[src/rtl/pipeline_sequencer_if.sv]
// Control/status bundle between the pipeline sequencer and the pipeline/cache/hazard logic.
interface pipeline_sequencer_if #(
    parameter int unsigned CNT_W = 16
);
    localparam int unsigned REG_W = 5;

    logic             ihit;
    logic             dhit;
    logic [REG_W-1:0] id_rs;
    logic [REG_W-1:0] id_rt;
    logic             id_halt;
    logic             ex_dren;
    logic             ex_regwen;
    logic [REG_W-1:0] ex_rd;
    logic             ex_br_taken;
    logic             mem_dren;
    logic             mem_dwen;

    logic             pc_en;
    logic             ifid_en;
    logic             idex_en;
    logic             exmem_en;
    logic             memwb_en;
    logic             ifid_flush;
    logic             idex_flush;
    logic             halt_out;
    logic [CNT_W-1:0] stall_cnt;
    logic [CNT_W-1:0] flush_cnt;

    // Pipeline/cache side: supplies status, consumes enables.
    modport master (
        output ihit, dhit, id_rs, id_rt, id_halt, ex_dren, ex_regwen, ex_rd,
               ex_br_taken, mem_dren, mem_dwen,
        input  pc_en, ifid_en, idex_en, exmem_en, memwb_en, ifid_flush,
               idex_flush, halt_out, stall_cnt, flush_cnt
    );

    // Sequencer side.
    modport slave (
        input  ihit, dhit, id_rs, id_rt, id_halt, ex_dren, ex_regwen, ex_rd,
               ex_br_taken, mem_dren, mem_dwen,
        output pc_en, ifid_en, idex_en, exmem_en, memwb_en, ifid_flush,
               idex_flush, halt_out, stall_cnt, flush_cnt
    );
endinterface

[src/rtl/pipeline_sequencer.sv]
// Stall/flush sequencer for the 5-stage pipeline: latch enables, flushes,
// halt drain and saturating stall/flush perf counters.
module pipeline_sequencer #(
    parameter int unsigned DRAIN_CYCLES = 3,
    parameter int unsigned CNT_W        = 16
) (
    input  logic                 clk,
    input  logic                 rst_n,
    pipeline_sequencer_if.slave  bus
);
    localparam int unsigned CTR_W = (DRAIN_CYCLES < 2) ? 1 : $clog2(DRAIN_CYCLES + 1);

    localparam logic [1:0] ST_RUN    = 2'd0;
    localparam logic [1:0] ST_DWAIT  = 2'd1;
    localparam logic [1:0] ST_DRAIN  = 2'd2;
    localparam logic [1:0] ST_HALTED = 2'd3;

    logic [1:0]       state, state_nxt;
    logic [CTR_W-1:0] drain_ctr, drain_ctr_nxt;
    logic             halt_q, halt_nxt;
    logic [CNT_W-1:0] stall_cnt_q, flush_cnt_q;

    logic mem_busy, load_use;
    logic pc_en_c, ifid_en_c, idex_en_c, exmem_en_c, memwb_en_c;
    logic ifid_flush_c, idex_flush_c;
    logic stall_evt, flush_evt;

    assign mem_busy = (bus.mem_dren | bus.mem_dwen) & ~bus.dhit;
    assign load_use = bus.ex_dren & bus.ex_regwen & (bus.ex_rd != 5'd0) &
                      ((bus.ex_rd == bus.id_rs) | (bus.ex_rd == bus.id_rt));

    // Next-state and per-stage control.
    always_comb begin
        state_nxt     = state;
        drain_ctr_nxt = drain_ctr;
        halt_nxt      = halt_q;
        pc_en_c       = 1'b1;
        ifid_en_c     = 1'b1;
        idex_en_c     = 1'b1;
        exmem_en_c    = 1'b1;
        memwb_en_c    = 1'b1;
        ifid_flush_c  = 1'b0;
        idex_flush_c  = 1'b0;
        flush_evt     = 1'b0;

        case (state)
            ST_RUN: begin
                if (mem_busy) begin
                    pc_en_c    = 1'b0;
                    ifid_en_c  = 1'b0;
                    idex_en_c  = 1'b0;
                    exmem_en_c = 1'b0;
                    memwb_en_c = 1'b0;
                    state_nxt  = ST_DWAIT;
                end else if (bus.ex_br_taken) begin
                    ifid_flush_c = 1'b1;
                    idex_flush_c = 1'b1;
                    flush_evt    = 1'b1;
                end else if (load_use) begin
                    pc_en_c      = 1'b0;
                    ifid_en_c    = 1'b0;
                    idex_flush_c = 1'b1;
                end else if (!bus.ihit) begin
                    pc_en_c      = 1'b0;
                    ifid_flush_c = 1'b1;
                end else if (bus.id_halt) begin
                    pc_en_c       = 1'b0;
                    ifid_flush_c  = 1'b1;
                    drain_ctr_nxt = CTR_W'(DRAIN_CYCLES);
                    state_nxt     = ST_DRAIN;
                end
            end
            ST_DWAIT: begin
                if (bus.dhit) begin
                    state_nxt = ST_RUN;
                end else begin
                    pc_en_c    = 1'b0;
                    ifid_en_c  = 1'b0;
                    idex_en_c  = 1'b0;
                    exmem_en_c = 1'b0;
                    memwb_en_c = 1'b0;
                end
            end
            ST_DRAIN: begin
                // Fetch is frozen; older instructions keep retiring until the count expires.
                pc_en_c      = 1'b0;
                ifid_en_c    = 1'b0;
                ifid_flush_c = 1'b1;
                if (mem_busy) begin
                    idex_en_c  = 1'b0;
                    exmem_en_c = 1'b0;
                    memwb_en_c = 1'b0;
                end else if (drain_ctr == CTR_W'(1)) begin
                    state_nxt = ST_HALTED;
                    halt_nxt  = 1'b1;
                end else begin
                    drain_ctr_nxt = drain_ctr - CTR_W'(1);
                end
            end
            ST_HALTED: begin
                pc_en_c    = 1'b0;
                ifid_en_c  = 1'b0;
                idex_en_c  = 1'b0;
                exmem_en_c = 1'b0;
                memwb_en_c = 1'b0;
            end
            default: begin
                state_nxt = ST_RUN;
            end
        endcase
    end

    assign stall_evt = ((state == ST_RUN) | (state == ST_DWAIT)) & ~pc_en_c;

    always_ff @(posedge clk or negedge rst_n) begin
        if (!rst_n) begin
            state     <= ST_RUN;
            drain_ctr <= '0;
            halt_q    <= 1'b0;
        end else begin
            state     <= state_nxt;
            drain_ctr <= drain_ctr_nxt;
            halt_q    <= halt_nxt;
        end
    end

    // Saturating perf counters.
    always_ff @(posedge clk or negedge rst_n) begin
        if (!rst_n) begin
            stall_cnt_q <= '0;
            flush_cnt_q <= '0;
        end else begin
            if (stall_evt && (stall_cnt_q != {CNT_W{1'b1}})) begin
                stall_cnt_q <= stall_cnt_q + CNT_W'(1);
            end
            if (flush_evt && (flush_cnt_q != {CNT_W{1'b1}})) begin
                flush_cnt_q <= flush_cnt_q + CNT_W'(1);
            end
        end
    end

    // Latch controls are held inactive for as long as reset is asserted.
    assign bus.pc_en      = pc_en_c      & rst_n;
    assign bus.ifid_en    = ifid_en_c    & rst_n;
    assign bus.idex_en    = idex_en_c    & rst_n;
    assign bus.exmem_en   = exmem_en_c   & rst_n;
    assign bus.memwb_en   = memwb_en_c   & rst_n;
    assign bus.ifid_flush = ifid_flush_c & rst_n;
    assign bus.idex_flush = idex_flush_c & rst_n;
    assign bus.halt_out   = halt_q;
    assign bus.stall_cnt  = stall_cnt_q;
    assign bus.flush_cnt  = flush_cnt_q;
endmodule

[src/flat_wrapper.sv]
// flat-port wrapper written by rule: the top's interface ports become plain ports
module pipeline_sequencer_flat 
#(
    parameter int unsigned DRAIN_CYCLES = 3,
    parameter int unsigned CNT_W        = 16
)
  (clk, rst_n, bus_ihit, bus_dhit, bus_id_rs, bus_id_rt, bus_id_halt, bus_ex_dren, bus_ex_regwen, bus_ex_rd, bus_ex_br_taken, bus_mem_dren, bus_mem_dwen, bus_pc_en, bus_ifid_en, bus_idex_en, bus_exmem_en, bus_memwb_en, bus_ifid_flush, bus_idex_flush, bus_halt_out, bus_stall_cnt, bus_flush_cnt);
  pipeline_sequencer_if #(.CNT_W(CNT_W)) bus_i ();
  input  logic clk;
  input  logic rst_n;
  input wire logic [$bits(bus_i.ihit)-1:0] bus_ihit;
  input wire logic [$bits(bus_i.dhit)-1:0] bus_dhit;
  input wire logic [$bits(bus_i.id_rs)-1:0] bus_id_rs;
  input wire logic [$bits(bus_i.id_rt)-1:0] bus_id_rt;
  input wire logic [$bits(bus_i.id_halt)-1:0] bus_id_halt;
  input wire logic [$bits(bus_i.ex_dren)-1:0] bus_ex_dren;
  input wire logic [$bits(bus_i.ex_regwen)-1:0] bus_ex_regwen;
  input wire logic [$bits(bus_i.ex_rd)-1:0] bus_ex_rd;
  input wire logic [$bits(bus_i.ex_br_taken)-1:0] bus_ex_br_taken;
  input wire logic [$bits(bus_i.mem_dren)-1:0] bus_mem_dren;
  input wire logic [$bits(bus_i.mem_dwen)-1:0] bus_mem_dwen;
  output wire logic [$bits(bus_i.pc_en)-1:0] bus_pc_en;
  output wire logic [$bits(bus_i.ifid_en)-1:0] bus_ifid_en;
  output wire logic [$bits(bus_i.idex_en)-1:0] bus_idex_en;
  output wire logic [$bits(bus_i.exmem_en)-1:0] bus_exmem_en;
  output wire logic [$bits(bus_i.memwb_en)-1:0] bus_memwb_en;
  output wire logic [$bits(bus_i.ifid_flush)-1:0] bus_ifid_flush;
  output wire logic [$bits(bus_i.idex_flush)-1:0] bus_idex_flush;
  output wire logic [$bits(bus_i.halt_out)-1:0] bus_halt_out;
  output wire logic [$bits(bus_i.stall_cnt)-1:0] bus_stall_cnt;
  output wire logic [$bits(bus_i.flush_cnt)-1:0] bus_flush_cnt;
  assign bus_i.ihit = bus_ihit;
  assign bus_i.dhit = bus_dhit;
  assign bus_i.id_rs = bus_id_rs;
  assign bus_i.id_rt = bus_id_rt;
  assign bus_i.id_halt = bus_id_halt;
  assign bus_i.ex_dren = bus_ex_dren;
  assign bus_i.ex_regwen = bus_ex_regwen;
  assign bus_i.ex_rd = bus_ex_rd;
  assign bus_i.ex_br_taken = bus_ex_br_taken;
  assign bus_i.mem_dren = bus_mem_dren;
  assign bus_i.mem_dwen = bus_mem_dwen;
  assign bus_pc_en = bus_i.pc_en;
  assign bus_ifid_en = bus_i.ifid_en;
  assign bus_idex_en = bus_i.idex_en;
  assign bus_exmem_en = bus_i.exmem_en;
  assign bus_memwb_en = bus_i.memwb_en;
  assign bus_ifid_flush = bus_i.ifid_flush;
  assign bus_idex_flush = bus_i.idex_flush;
  assign bus_halt_out = bus_i.halt_out;
  assign bus_stall_cnt = bus_i.stall_cnt;
  assign bus_flush_cnt = bus_i.flush_cnt;
  pipeline_sequencer #(.DRAIN_CYCLES(DRAIN_CYCLES), .CNT_W(CNT_W)) u_core (.clk(clk), .rst_n(rst_n), .bus(bus_i));
endmodule
[config.mk]
export PLATFORM = sky130hd
export DESIGN_NAME = pipeline_sequencer_flat
export DESIGN_NICKNAME = d
export VERILOG_FILES = /design/src/rtl/pipeline_sequencer_if.sv /design/src/rtl/pipeline_sequencer.sv /design/src/flat_wrapper.sv
export SDC_FILE = /design/constraint.sdc
export NUM_CORES = 1
export LEC_CHECK = 0
export CORE_ASPECT_RATIO = 0.7
export CORE_MARGIN = 2
export CORE_UTILIZATION = 42
export CTS_CLUSTER_DIAMETER = 60
export DETAILED_ROUTE_END_ITERATION = 8
export GPL_TIMING_DRIVEN = 0
export PLACE_DENSITY = 0.76
export SETUP_SLACK_MARGIN = 0.05
export SLEW_MARGIN = 20
export SYNTH_ARGS = -nofsm -noshare
export SYNTH_HDL_FRONTEND = slang
export SYNTH_SLANG_ARGS = --single-unit
[constraint.sdc]
create_clock -name clk -period 2.5 [get_ports clk]
set_clock_uncertainty 0.2 [all_clocks]
set_input_delay 0.75 -clock clk [delete_from_list [all_inputs] [get_ports clk]]
set_output_delay 0.75 -clock clk [all_outputs]
set_load 0.05 [all_outputs]
## Word level (Yosys, flattened, before mapping)

Cells that the tools add are included.

| operators by class | value |
|---|---|
| $add $sub $neg | 3 |
| equal/unequal tests | 21 |
| multiplexer cells | 43 |
| bitwise logic cells | 16 |
| reductions and logical operators | 11 |

Operators with widths:

| operator | count |
|---|---|
| $add A16 B1 Y16 const B | 2 |
| $ne A16 B16 Y1 const B | 2 |
| $mux W2 | 15 |
| $mux W1 | 22 |
| $ne A2 B2 Y1 const B | 8 |
| $reduce_and A8 Y1 | 2 |
| $ne A3 B2 Y1 const B | 4 |
| $and A1 B1 Y1 | 10 |
| $eq A5 B5 Y1 | 2 |
| $pmux W1 S3 | 3 |
| $pmux W2 S3 | 1 |
| $reduce_bool A5 Y1 | 1 |
| $eq A2 B1 Y1 const B | 2 |
| $eq A2 B2 Y1 const B | 2 |
| $pmux W2 S2 | 1 |
| $reduce_or A2 Y1 | 2 |
| $not A1 Y1 | 3 |
| $or A1 B1 Y1 | 3 |
| $reduce_and A3 Y1 | 1 |
| $reduce_bool A3 Y1 | 1 |
| $logic_and A1 B1 Y1 | 2 |
| $logic_not A2 Y1 | 1 |
| $ne A2 B1 Y1 const B | 1 |
| $pmux W1 S2 | 1 |
| other kinds (2) | 2 |

| word-level totals | value |
|---|---|
| register bits | 37 |
| input port bits | 25 |
| output and inout port bits | 40 |
| logic and storage cells | 99 |

## Longest topological paths before layout

| logic depth | value |
|---|---|
| word-level depth | 10 |
| mapped depth | 9 |
| gate-level depth less buffers | 8 |

## Least setup slack after synthesis

Ideal clock, no wire load.

| timing | value |
|---|---|
| kind | in2out |
| start | input port bus_ex_rd[1] |
| end | output port bus_ifid_flush |
| arrival time | 2732 ps |
| data required time | 1550 ps |
| setup slack | -1182 ps |
| stages on the path | 5 |
| path buffers | 0 |
| cell sequence | or3_1 o311a_4 nand2_1 a21oi_1 o21ai_0 |

| on the way | value |
|---|---|
| longest elaborated chain between the ends | 8 |
| elaborated cells on any way between the ends | 11 |
| those cells by class | eq/ne: 2; mux: 4; bitwise: 4; reduce/logical: 1 |

Ends and longest elaborated chain:

| element | RTL line | source |
|---|---|---|
| start: declaration | flat_wrapper.sv:18 | `input wire logic [$bits(bus_i.ex_rd)-1:0] bus_ex_rd;` |
| $eq A5 B5 Y1 or $reduce_bool A5 Y1 (tied branches) | pipeline_sequencer.sv:30, pipeline_sequencer.sv:29 |  |
| $or A1 B1 Y1 or $and A1 B1 Y1 (tied branches) | pipeline_sequencer.sv:30, pipeline_sequencer.sv:29 |  |
| $and A1 B1 Y1 (*) | pipeline_sequencer.sv:29 | `assign load_use = bus.ex_dren & bus.ex_regwen & (bus.ex_rd != 5'd0) &` |
| $mux W1 (*) | pipeline_sequencer.sv:59 | `end else if (load_use) begin` |
| $mux W1 (*) | pipeline_sequencer.sv:55 | `end else if (bus.ex_br_taken) begin` |
| $mux W1 (*) | pipeline_sequencer.sv:48 | `if (mem_busy) begin` |
| $pmux W1 S2 (*) | pipeline_sequencer.sv:46 | `case (state)` |
| $and A1 B1 Y1 (*) | pipeline_sequencer.sv:148 | `assign bus.ifid_flush = ifid_flush_c & rst_n;` |
| end: declaration | flat_wrapper.sv:27 | `output wire logic [$bits(bus_i.ifid_flush)-1:0] bus_ifid_flush;` |

Every way passes the cells marked *; elsewhere a longest branch is shown, timed or not.

## Final worst setup path

| timing | value |
|---|---|
| start | input port bus_ex_rd[3] |
| end | output port bus_pc_en |

| on the way | value |
|---|---|
| longest elaborated chain between the ends | 8 |
| elaborated cells on any way between the ends | 11 |
| those cells by class | eq/ne: 2; mux: 4; bitwise: 4; reduce/logical: 1 |

Ends and longest elaborated chain:

| element | RTL line | source |
|---|---|---|
| $eq A5 B5 Y1 or $reduce_bool A5 Y1 (tied branches) | pipeline_sequencer.sv:30, pipeline_sequencer.sv:29 |  |
| $or A1 B1 Y1 or $and A1 B1 Y1 (tied branches) | pipeline_sequencer.sv:30, pipeline_sequencer.sv:29 |  |
| $and A1 B1 Y1 (*) | pipeline_sequencer.sv:29 |  |
| $mux W1 (*) | pipeline_sequencer.sv:59 |  |
| $mux W1 (*) | pipeline_sequencer.sv:55 |  |
| $mux W1 (*) | pipeline_sequencer.sv:48 |  |
| $pmux W1 S3 (*) | pipeline_sequencer.sv:46 |  |
| $and A1 B1 Y1 (*) | pipeline_sequencer.sv:143 | `assign bus.pc_en = pc_en_c & rst_n;` |
| end: declaration | flat_wrapper.sv:22 | `output wire logic [$bits(bus_i.pc_en)-1:0] bus_pc_en;` |

Marks and branches as above.

==> impl_metrics.ini <==
[run_status]
status = complete, but fails checks
violations = setup timing

[detailed_routing]
wl_per_cell_um = 15.3
viasPerCell = 5.11
drc = 0
wl_um = 5740
drtPass1Iterations = 4
drtIter0Drc = 61
vias = 1922
antenna_left = 0

[synthesis]
ys_types = 42
synth_enable_flop_cells = 0
yosysSeqAreaShare_pct = 43.6
postSynthAreaPerCell_um2 = 10.1
syn_nets = 242
synth_area_um2 = 2130
netlist.area_leader.share_pct = 43.6
synthFlopType = dfrtp_1
postSynth.asyncResetShare_pct = 100
synth.top_cells.by_area = dfrtp_1 44%, xnor2_1 9.5%, xor2_1 5.8%, nand2_1 4.6%, ha_1 4.1%
ys_seq_elements = 37
synth_largest_area_cell = dfrtp_1
synthCells = 210
yosys_warnings = 0

[placed_design]
hpwl_um = 3620
gp_congestion = 0.790
placed_area_um2 = 2950
port_buffers = 64
post-place-ws_ps = -1650

[finish]
nFillCells = 367
n_antenna_cell = 0
num-nets-final = 340
synthToLayoutAreaGrowth_pct = 62.3
drive_gt1_share_pct = 36.8
stdcell_area_um2 = 3450

[critical_path]
endpoint = bus_pc_en
cp_max_fo = 4
r2r-start = u_core.bus.stall_cnt[0]
r2r_cells = 8
end_kind = output pin
reg2reg_setup_slack_ps = 180
crit_path_max_incr_delay_ps = 380
crit_chain = buf_8, or3_4, o311a_4, a21oi_2, o311a_4, buf_8
slowest_stage = or3_4
crit_path_start = bus_ex_rd[3]
r2r_end = u_core.bus.stall_cnt[13]
critPathKind = input pin to output pin
critPathLaunchType = input pin
crit_arrival_ps = 2060
crit_required_ps = 1550

[power_and_ir_drop]
ir_worst_vdd_v = 0.000676
p_leak_nw = 1.70
powerDensity_nw_per_um2 = 923

[grt]
grt_usage_pct = 20.5
grt_max_degree = 32
grt_overflow_total = 0
antenna_found_initial = 0
grt_pass1_wl_um = 9060
grt_pass1_vias = 1939

[clock_tree]
ctsHoldBuffers = 0
cts-buffers-inserted = 5
root_buffer = clkbuf_8
path_clk_slew_ps = 70
htreeDepth = 2
tritoncts = built
clock-sinks = 37
cts_buffer_depth = 2
clock_latency_ps = 290

[sta]
rsz0062_at_grt = yes
relSlewSlack_pct = 65.8
timing_hold_violations_final = 0
setup_tns_ps = -2370
fin_crit_sh_pct = 120
clock.fmax_mhz = 332
holdWs_ps = 91.2
setup_violations = 9
fin_crit_ps = 3010
layout_setup_ws_ps = -512
tightest_slew_ps = 513
maxSlewViolCount = 0

[die]
die_area_um2 = 5660
die_w_um = 89.0
core_area_um2 = 4830
start_util_pct = 44.0
ios = 65
rows = 21
die_h_um = 63.5

[job]
max_cap_viol_count = 0

[hold_path]
holdCritPathClass = input pin to asynchronous set/reset pin
==> synthesized netlist by cell type (2+ instances only) <==
cell	number
mux2_1	3
nor3_1	8
and3_1	3
clkbuf_1	2
o311a_1	2
o21ai_0	3
dfrtp_1	37
nand2_1	26
a21oi_1	6
nor2b_1	2
or3_1	2
mux2i_1	4
buf_4	2
inv_1	8
xnor2_1	23
nor2_1	9
nand4_1	7
nor4_1	6
nand3_1	15
xor2_1	14
ha_1	7
==> final cells by class <==
class                      instances  area, um^2  share of cell area, %
clock buffer                       5        68.8                   1.99
sequential                        37         926                   26.8
buffer                             4        46.3                   1.34
timing repair buffer              92         860                   24.9
tap                               69        86.3                   2.50
clock inverter                     1        5.00                  0.145
multi-input combinational        160        1430                   41.4
inverter                           8        30.0                  0.870
==> critical path: cells and delay by family <==
family | cells | cell delay (ps)
AND/OR/NAND/NOR | 1 | 380
buffers and inverters | 2 | 240
AO/OA/AOI/OAI | 3 | 690
==> cell families (layout without fill, tap and decap cells) <==
group / count (synthesis) / after routing / synth area share, %
AND/OR/NAND/NOR: 85 / 85 / 20.2
adder cells (fa/ha/maj): 7 / 7 / 4.12
XOR/XNOR: 37 / 37 / 15.2
multiplexers: 9 / 9 / 4.71
flip-flops: 37 / 37 / 43.6
buffers and inverters: 13 / 110 / 3.00
AO/OA/AOI/OAI: 22 / 22 / 9.18
==> cells in the final DEF (no fill, tap or decap), drive strengths merged, types with 3 or more instances in the layout <==
cell type,n
buf,53
dlygate4sd2,28
nand2,26
a21oi,6
clkbuf,6
ha,7
o21ai,4
dfrtp,37
nand3,15
xnor2,23
and3,3
nor4,6
mux2i,4
o311a,3
nor3,9
clkdlybuf4s50,3
xor2,14
mux2,5
dlymetal6s2s,7
nand4,7
nor2,10
inv,8
clkdlybuf4s15,4
==> sequential cells by signal, summed over array words and instances, names as in the netlist <==
name	cells
u_core.bus.stall_cnt	16
u_core.bus.halt_out	1
u_core.bus.flush_cnt	16
u_core.drain_ctr	2
u_core.state	2
==> through the flow <==
stage,utilization [%],cells,total power [mW]
floorplan,-,210,1.95
global placement,60.8,343,2.37
detailed placement,61.1,344,2.40
CTS,68.3,370,3.10
global route,71.4,376,3.34
finish,71.4,376,3.18
==> power breakdown <==
group	leakage (nW)	internal, mW	switching, mW
combinational	1.19	0.836	1.10
clock	0.0399	0.183	0.204
sequential	0.474	0.725	0.134
total	1.70	1.74	1.44
==> how the worst min path moves through the flow <==
stage	startpoint	to	slack, ps	cells after the start
finish	rst_n	u_core.bus.halt_out	90	1
detailed placement	u_core.bus.stall_cnt[14]	u_core.bus.stall_cnt[14]	270	1
global route	rst_n	u_core.bus.flush_cnt[8]	100	1
floorplan	rst_n	u_core.bus.flush_cnt[0]	250	0
global placement	u_core.bus.halt_out	u_core.bus.halt_out	250	1
CTS	rst_n	u_core.bus.flush_cnt[5]	90	1
==> metal layers <==
layer  wire length, um  GRT usage, %  vias to the layer above
li1                  -             -                      928
met5                 0             0                        -
met1              2650          28.2                      946
met2              2830          33.1                       41
met4                61          5.22                        0
met3               205          4.06                        7
==> what timing repair did <==
| item | CTS | global route |
|---|---|---|
| setup endpoints to repair | 64 | 30 |
| resized for setup | 183 | 26 |
| pin swaps | 29 | 17 |
| hold endpoints to repair | 0 | 0 |
| gates cloned | 1 | 0 |
| setup buffers | 21 | 8 |
Power figures use the tool's default switching activity.
==> RTL change 1, RTL diff (same settings) <==
Make the reset (`rst_n`) synchronous in 2 clocked blocks.
--- a/src/rtl/pipeline_sequencer.sv
+++ b/src/rtl/pipeline_sequencer.sv
@@ -112,7 +112,7 @@
 
     assign stall_evt = ((state == ST_RUN) | (state == ST_DWAIT)) & ~pc_en_c;
 
-    always_ff @(posedge clk or negedge rst_n) begin
+    always_ff @(posedge clk) begin
         if (!rst_n) begin
             state     <= ST_RUN;
             drain_ctr <= '0;
@@ -125,7 +125,7 @@
     end
 
     // Saturating perf counters.
-    always_ff @(posedge clk or negedge rst_n) begin
+    always_ff @(posedge clk) begin
         if (!rst_n) begin
             stall_cnt_q <= '0;
             flush_cnt_q <= '0;
Behaviour: differs if rst_n is asserted again (counterexample within 4 cycles, from zero or initial values and one cycle with rst_n low); with rst_n held inactive, the same outputs for 10 cycles.
==> RTL change 1 against the unedited design <==
The flow still finishes with violations (negative setup slack); sequential cell count unchanged; hold slack improved by 0.19 ns; non-clock buffer count rose by 15; synthesized area increased by 4.1%; cell area up 11%; maximum frequency fell by 3.7%; register-to-register slack got worse by 0.37 ns; combinational power down 15%; wire length grew 33%; power is 7.1% lower; synthesized cell count increased by 27%; setup slack worse by 0.12 ns.
==> RTL change 1: results (changes against the unedited design) <==
- The routing usage on met3 is 4.30% (+0.24 points).
- The data-path buffer share of cell area in the final layout came to 27.4% (+1.2 points).
- The total iterations of the first detailed-routing run is 5 (+1).
- The placement-stage cell area is 3000 um^2 (+1.7%).
- The relative slew slack is 56.2% (-9.6 points).
- The detailed-routed wire length on met3 was 389 um (+90%).
- The slowest stage of the critical path is the sky130_fd_sc_hd__or4_4 cell.
- The number of ordinary and repair buffers in the finished layout was 111 (+16%).
- The sum of met2 wire segment lengths after detailed routing is 3750 um (+32%).
- The maximum number of pins on one net before global-route repair is 13 (-59%).
- The average size of a mapped cell came to 8.32 um^2 (-18%).
- The DRC marker count from the first detailed-route iteration was 116 (+90%).
- The layout overhead on the synthesized area is 73.0%.
- Sorting the synthesized cells by how often they occur yields 37 x sky130_fd_sc_hd__dfxtp_1, 26 x sky130_fd_sc_hd__nand2_1, 22 x sky130_fd_sc_hd__nor2_1.
- The count of inverters other than clock inverters in the layout was 10 (+2).
- The async set-reset flop share out of synthesis is 0% (-100 points).
- The final non-filler cell total is 446 (+19%).
- The post-CTS setup-driven buffer insertion count is 23 (+9.5%).
- The pre-CTS setup slack is -1.71 ns (-0.0623 ns).
- The share of cells above drive strength 1 is 35.8% (-0.98 points).
- The checks that failed: negative setup slack.
- The cell count after placement was 402 (+17%).
- The total net switching power is 1.11 mW (-23%).
- The power share of the combinational group is 55.7% (-5.2 points).
- The overall routing resource usage is 22.4% (+1.9 points).
- The maximum vdd drop is 602 uV (-11%).
- The global-route wire length before repair is 10,700 um (+18%).
- The largest incremental delay on the critical path is 0.54 ns (+0.16 ns).
- The internal power contribution is 1.85 mW (+6.0%).
- The post-synthesis mux area share was 3.17% (-1.5 points).
- The multi-input combinational cell count was 208 (+30%).
- The number of global-route vias before repair came to 2,250 (+16%).
- The area fraction of clock buffers and clock inverters came to 3.50% (+1.4 points).
- The post-synthesis xor/xnor area fraction came to 9.50% (-5.7 points).
- The total of endpoints with negative setup slack in the final report is 27 (+18).
- The run finished, with violations left.
- The leakage power is 1.73 nW (+1.9%).
- The estimated wirelength of the detail-placed design is 4200 um (+16%).
- Ranked by total cell area, the synthesized netlist is headed by sky130_fd_sc_hd__dfxtp_1 33%, sky130_fd_sc_hd__nand3_1 4.8%, sky130_fd_sc_hd__xnor2_1 4.8%.
- The setup slack of the critical path after layout was -0.629 ns (-0.117 ns).
- The synthesized netlist net count is 298 (+23%).
- The complex-gate fraction of the synthesized area came to 17.9% (+8.7 points).
- The number of fill cells in the layout came to 362 (-1.4%).
-- RTL change 1: cell types whose count changed after synthesis, moves of 7 or more --
cell and delta:
sky130_fd_sc_hd__o31ai_1 +7, sky130_fd_sc_hd__dfxtp_1 +37, sky130_fd_sc_hd__a21oi_1 +9, sky130_fd_sc_hd__xnor2_1 -11, sky130_fd_sc_hd__nor2_1 +13, sky130_fd_sc_hd__or4_1 +8
sky130_fd_sc_hd__dfrtp_1 -37
-- RTL change 1: path summary, 6_finish.rpt --
kind | cells after the start | start | slack, ns | endpoint
worst min register to register | 2 | u_core.state[1]$_SDFFE_PN0P_ | 0.29 | u_core.state[1]$_SDFFE_PN0P_
worst min-delay path | 2 | u_core.state[1]$_SDFFE_PN0P_ | 0.29 | u_core.state[1]$_SDFFE_PN0P_
worst max-delay path | 7 | bus_ex_rd[3] | -0.63 | bus_pc_en
worst max register to register | 10 | u_core.state[0]$_SDFFE_PN0P_ | -0.19 | u_core.bus.stall_cnt[7]$_SDFFE_PN0P_
==> RTL change 2, RTL diff (config.mk and constraints unchanged) <==
Without the edit above. `DRAIN_CYCLES` is set to 3 in 2 places; all go to 5.
--- a/src/rtl/pipeline_sequencer.sv
+++ b/src/rtl/pipeline_sequencer.sv
@@ -1,7 +1,7 @@
 // Stall/flush sequencer for the 5-stage pipeline: latch enables, flushes,
 // halt drain and saturating stall/flush perf counters.
 module pipeline_sequencer #(
-    parameter int unsigned DRAIN_CYCLES = 3,
+    parameter int unsigned DRAIN_CYCLES = 5,
     parameter int unsigned CNT_W        = 16
 ) (
     input  logic                 clk,
--- a/src/flat_wrapper.sv
+++ b/src/flat_wrapper.sv
@@ -1,7 +1,7 @@
 // flat-port wrapper written by rule: the top's interface ports become plain ports
 module pipeline_sequencer_flat 
 #(
-    parameter int unsigned DRAIN_CYCLES = 3,
+    parameter int unsigned DRAIN_CYCLES = 5,
     parameter int unsigned CNT_W        = 16
 )
   (clk, rst_n, bus_ihit, bus_dhit, bus_id_rs, bus_id_rt, bus_id_halt, bus_ex_dren, bus_ex_regwen, bus_ex_rd, bus_ex_br_taken, bus_mem_dren, bus_mem_dwen, bus_pc_en, bus_ifid_en, bus_idex_en, bus_exmem_en, bus_memwb_en, bus_ifid_flush, bus_idex_flush, bus_halt_out, bus_stall_cnt, bus_flush_cnt);
Check against the original RTL: not equivalent (Yosys sat finds a counterexample within 10 cycles, from zero or initial values and one cycle with rst_n low).
==> RTL change 2 against the unedited design <==
Register-to-register slack got worse by 0.03 ns; synthesized area rose by 1.5%; via count rose by 1.1%; power rose by 5.1%; clock power rose by 32%; the run still ends with negative setup slack left; sequential cell count rose by 1; largest cell class unchanged; setup slack got worse by 0.046 ns; cell area fell by 2.0%; wire length rose by 3.5%.
==> RTL change 2: results (changes against the unedited design) <==
- The maximum count of clock buffers along a single path is 2 (unchanged).
- The pre-CTS setup slack came to -1.58 ns (+0.0654 ns).
- The relative slew slack is 65.9% (+0.10 points).
- The placement-stage cell area is 2990 um^2 (+1.4%).
- The overall routing resource usage is 20.0% (-0.49 points).
- The number of levels in the clock H-tree came to 2 (unchanged).
- The total iterations of the first detailed-routing run is 5 (+1).
- The post-cts sizing count was 153 (-16%).
- The routed wire length is 5950 um (+3.5%).
- The sequential power share is 27.2% (+0.2 points).
- The peak fanout along the critical path is 3 (-1).
- The maximum vdd drop is 520 uV (-23%).
- The power share of the combinational group came to 57.5% (-3.4 points).
- The final reports fail on negative setup slack.
- The cell count after placement came to 353 (+2.6%).
- The post-synthesis mux area share is 3.13% (-1.6 points).
- The worst endpoint data arrival time is 2.11 ns (+0.05 ns).
- The setup TNS is -4.28 ns (-1.91 ns).
- The async set-reset flop share out of synthesis is 100% (unchanged).
- The adder and majority cell fraction of the synthesized area is 4.64% (+0.52 points).
- The type of the worst min-delay path is input port to asynchronous set/reset pin.
- The commonest cells after synthesis are 38 x sky130_fd_sc_hd__dfrtp_1, 32 x sky130_fd_sc_hd__xnor2_1, 22 x sky130_fd_sc_hd__nand2_1.
- The master of the slowest instance on the critical path is sky130_fd_sc_hd__or3_4.
- The final total power is 3.35 mW (+5.1%).
- The number of unique standard cell types used by synthesis came to 37 (-12%).
- The final net count is 339 (-0.29%).
- The share of cells above drive strength 1 is 31.3% (-5.5 points).
- The count of antenna diodes in the layout was 0 (unchanged).
- The global-route wire length before repair was 8880 um (-2.0%).
- The flow ran to the end, but the final reports show violations.
- The post-CTS setup-driven buffer insertion count is 9 (-57%).
- The DRC marker count from the first detailed-route iteration is 76 (+25%).
- The total of endpoints with negative setup slack in the final report came to 22 (+13).
- The complex-gate fraction of the synthesized area is 10.0% (+0.85 points).
- The setup slack of the critical path after layout is -0.558 ns (-0.0463 ns).
- The detailed-route vias per instance is 5.17 (+1.1%).
- The post-synthesis xor/xnor area fraction was 15.4% (+0.18 points).
- In the post-synthesis netlist, the biggest area contributors are sky130_fd_sc_hd__dfrtp_1 44%, sky130_fd_sc_hd__xnor2_1 13%, sky130_fd_sc_hd__ha_1 4.6%.
- Clock-pin slew was measured on the worst setup and hold paths at 0.08 ns.
- The proportion of total power due to net switching is 44.5% (-0.73 points).
- The total of max-cap violations is 0 (unchanged).
- The logic depth of the worst register-to-register path is 10 (+2).
- The maximum number of pins on one net before global-route repair is 29 (-9.4%).
- The estimated wirelength of the detail-placed design came to 3880 um (+7.4%).
- The final estimated routing congestion in global placement is 0.754 (-4.6%).
- The synthesized netlist net count came to 252 (+4.1%).
- The proportion of synthesized chip area in sequential cells is 44.1% (+0.50 points).
- The average size of a mapped cell is 9.86 um^2 (-2.6%).
- The number of synthesis warnings is 0 (unchanged).
- The total via count in the routed design is 1,943 (+1.1%).
- The leakage power came to 1.62 nW (-4.6%).
-- RTL change 2: cell types whose count changed in the layout (fill, tap and decap cells not counted), moves of 5 or more --
| cell | delta |
|---|---|
| sky130_fd_sc_hd__clkbuf_2 | +8 |
| sky130_fd_sc_hd__nor3_2 | -6 |
| sky130_fd_sc_hd__nand2_1 | -5 |
| sky130_fd_sc_hd__xnor2_1 | +11 |
| sky130_fd_sc_hd__buf_4 | -14 |
| sky130_fd_sc_hd__xor2_1 | -8 |
-- RTL change 2: cell type report --
cell class              instances  area [um^2]
fillers                       372         1480
multi-input cells             168         1420
flip-flops and latches         38          952
repair buffers                 81          737
well taps                      69         86.3
clock buffers                   7         76.3
plain buffers                   3         41.3
inverters                       9         38.8
clock inverters                 1         30.0
-- RTL change 2: final timing paths --
check                                               startpoint                                   end  slack, ns
min                                                      rst_n   u_core.bus.stall_cnt[9]$_DFFE_PN0P_       0.17
max reg2reg                        u_core.state[1]$_DFFE_PN0P_  u_core.bus.stall_cnt[14]$_DFFE_PN0P_       0.15
min in group clk           u_core.bus.flush_cnt[6]$_DFFE_PN0P_   u_core.bus.flush_cnt[6]$_DFFE_PN0P_       0.29
max in group asynchronous                                rst_n           u_core.state[1]$_DFFE_PN0P_       1.44
min reg2reg                u_core.bus.flush_cnt[6]$_DFFE_PN0P_   u_core.bus.flush_cnt[6]$_DFFE_PN0P_       0.29
max                                               bus_ex_rd[3]                        bus_ifid_flush      -0.56
-- RTL change 2: critical path: cells and delay by family --
family	cells	cell delay (ns)
buffers and inverters	2	0.27
and+or+nand+nor	2	0.42
AOI/OAI and AO/OA	3	0.67
-- RTL change 2: per-layer routing --
metal  track usage (%)  wire length (um)  up-vias
met4              5.04                58        0
met2              31.5              2850       68
met5                 0                 0        -
li1                  -                 -      932
met1              27.7              2640      935
met3              4.91               402        8
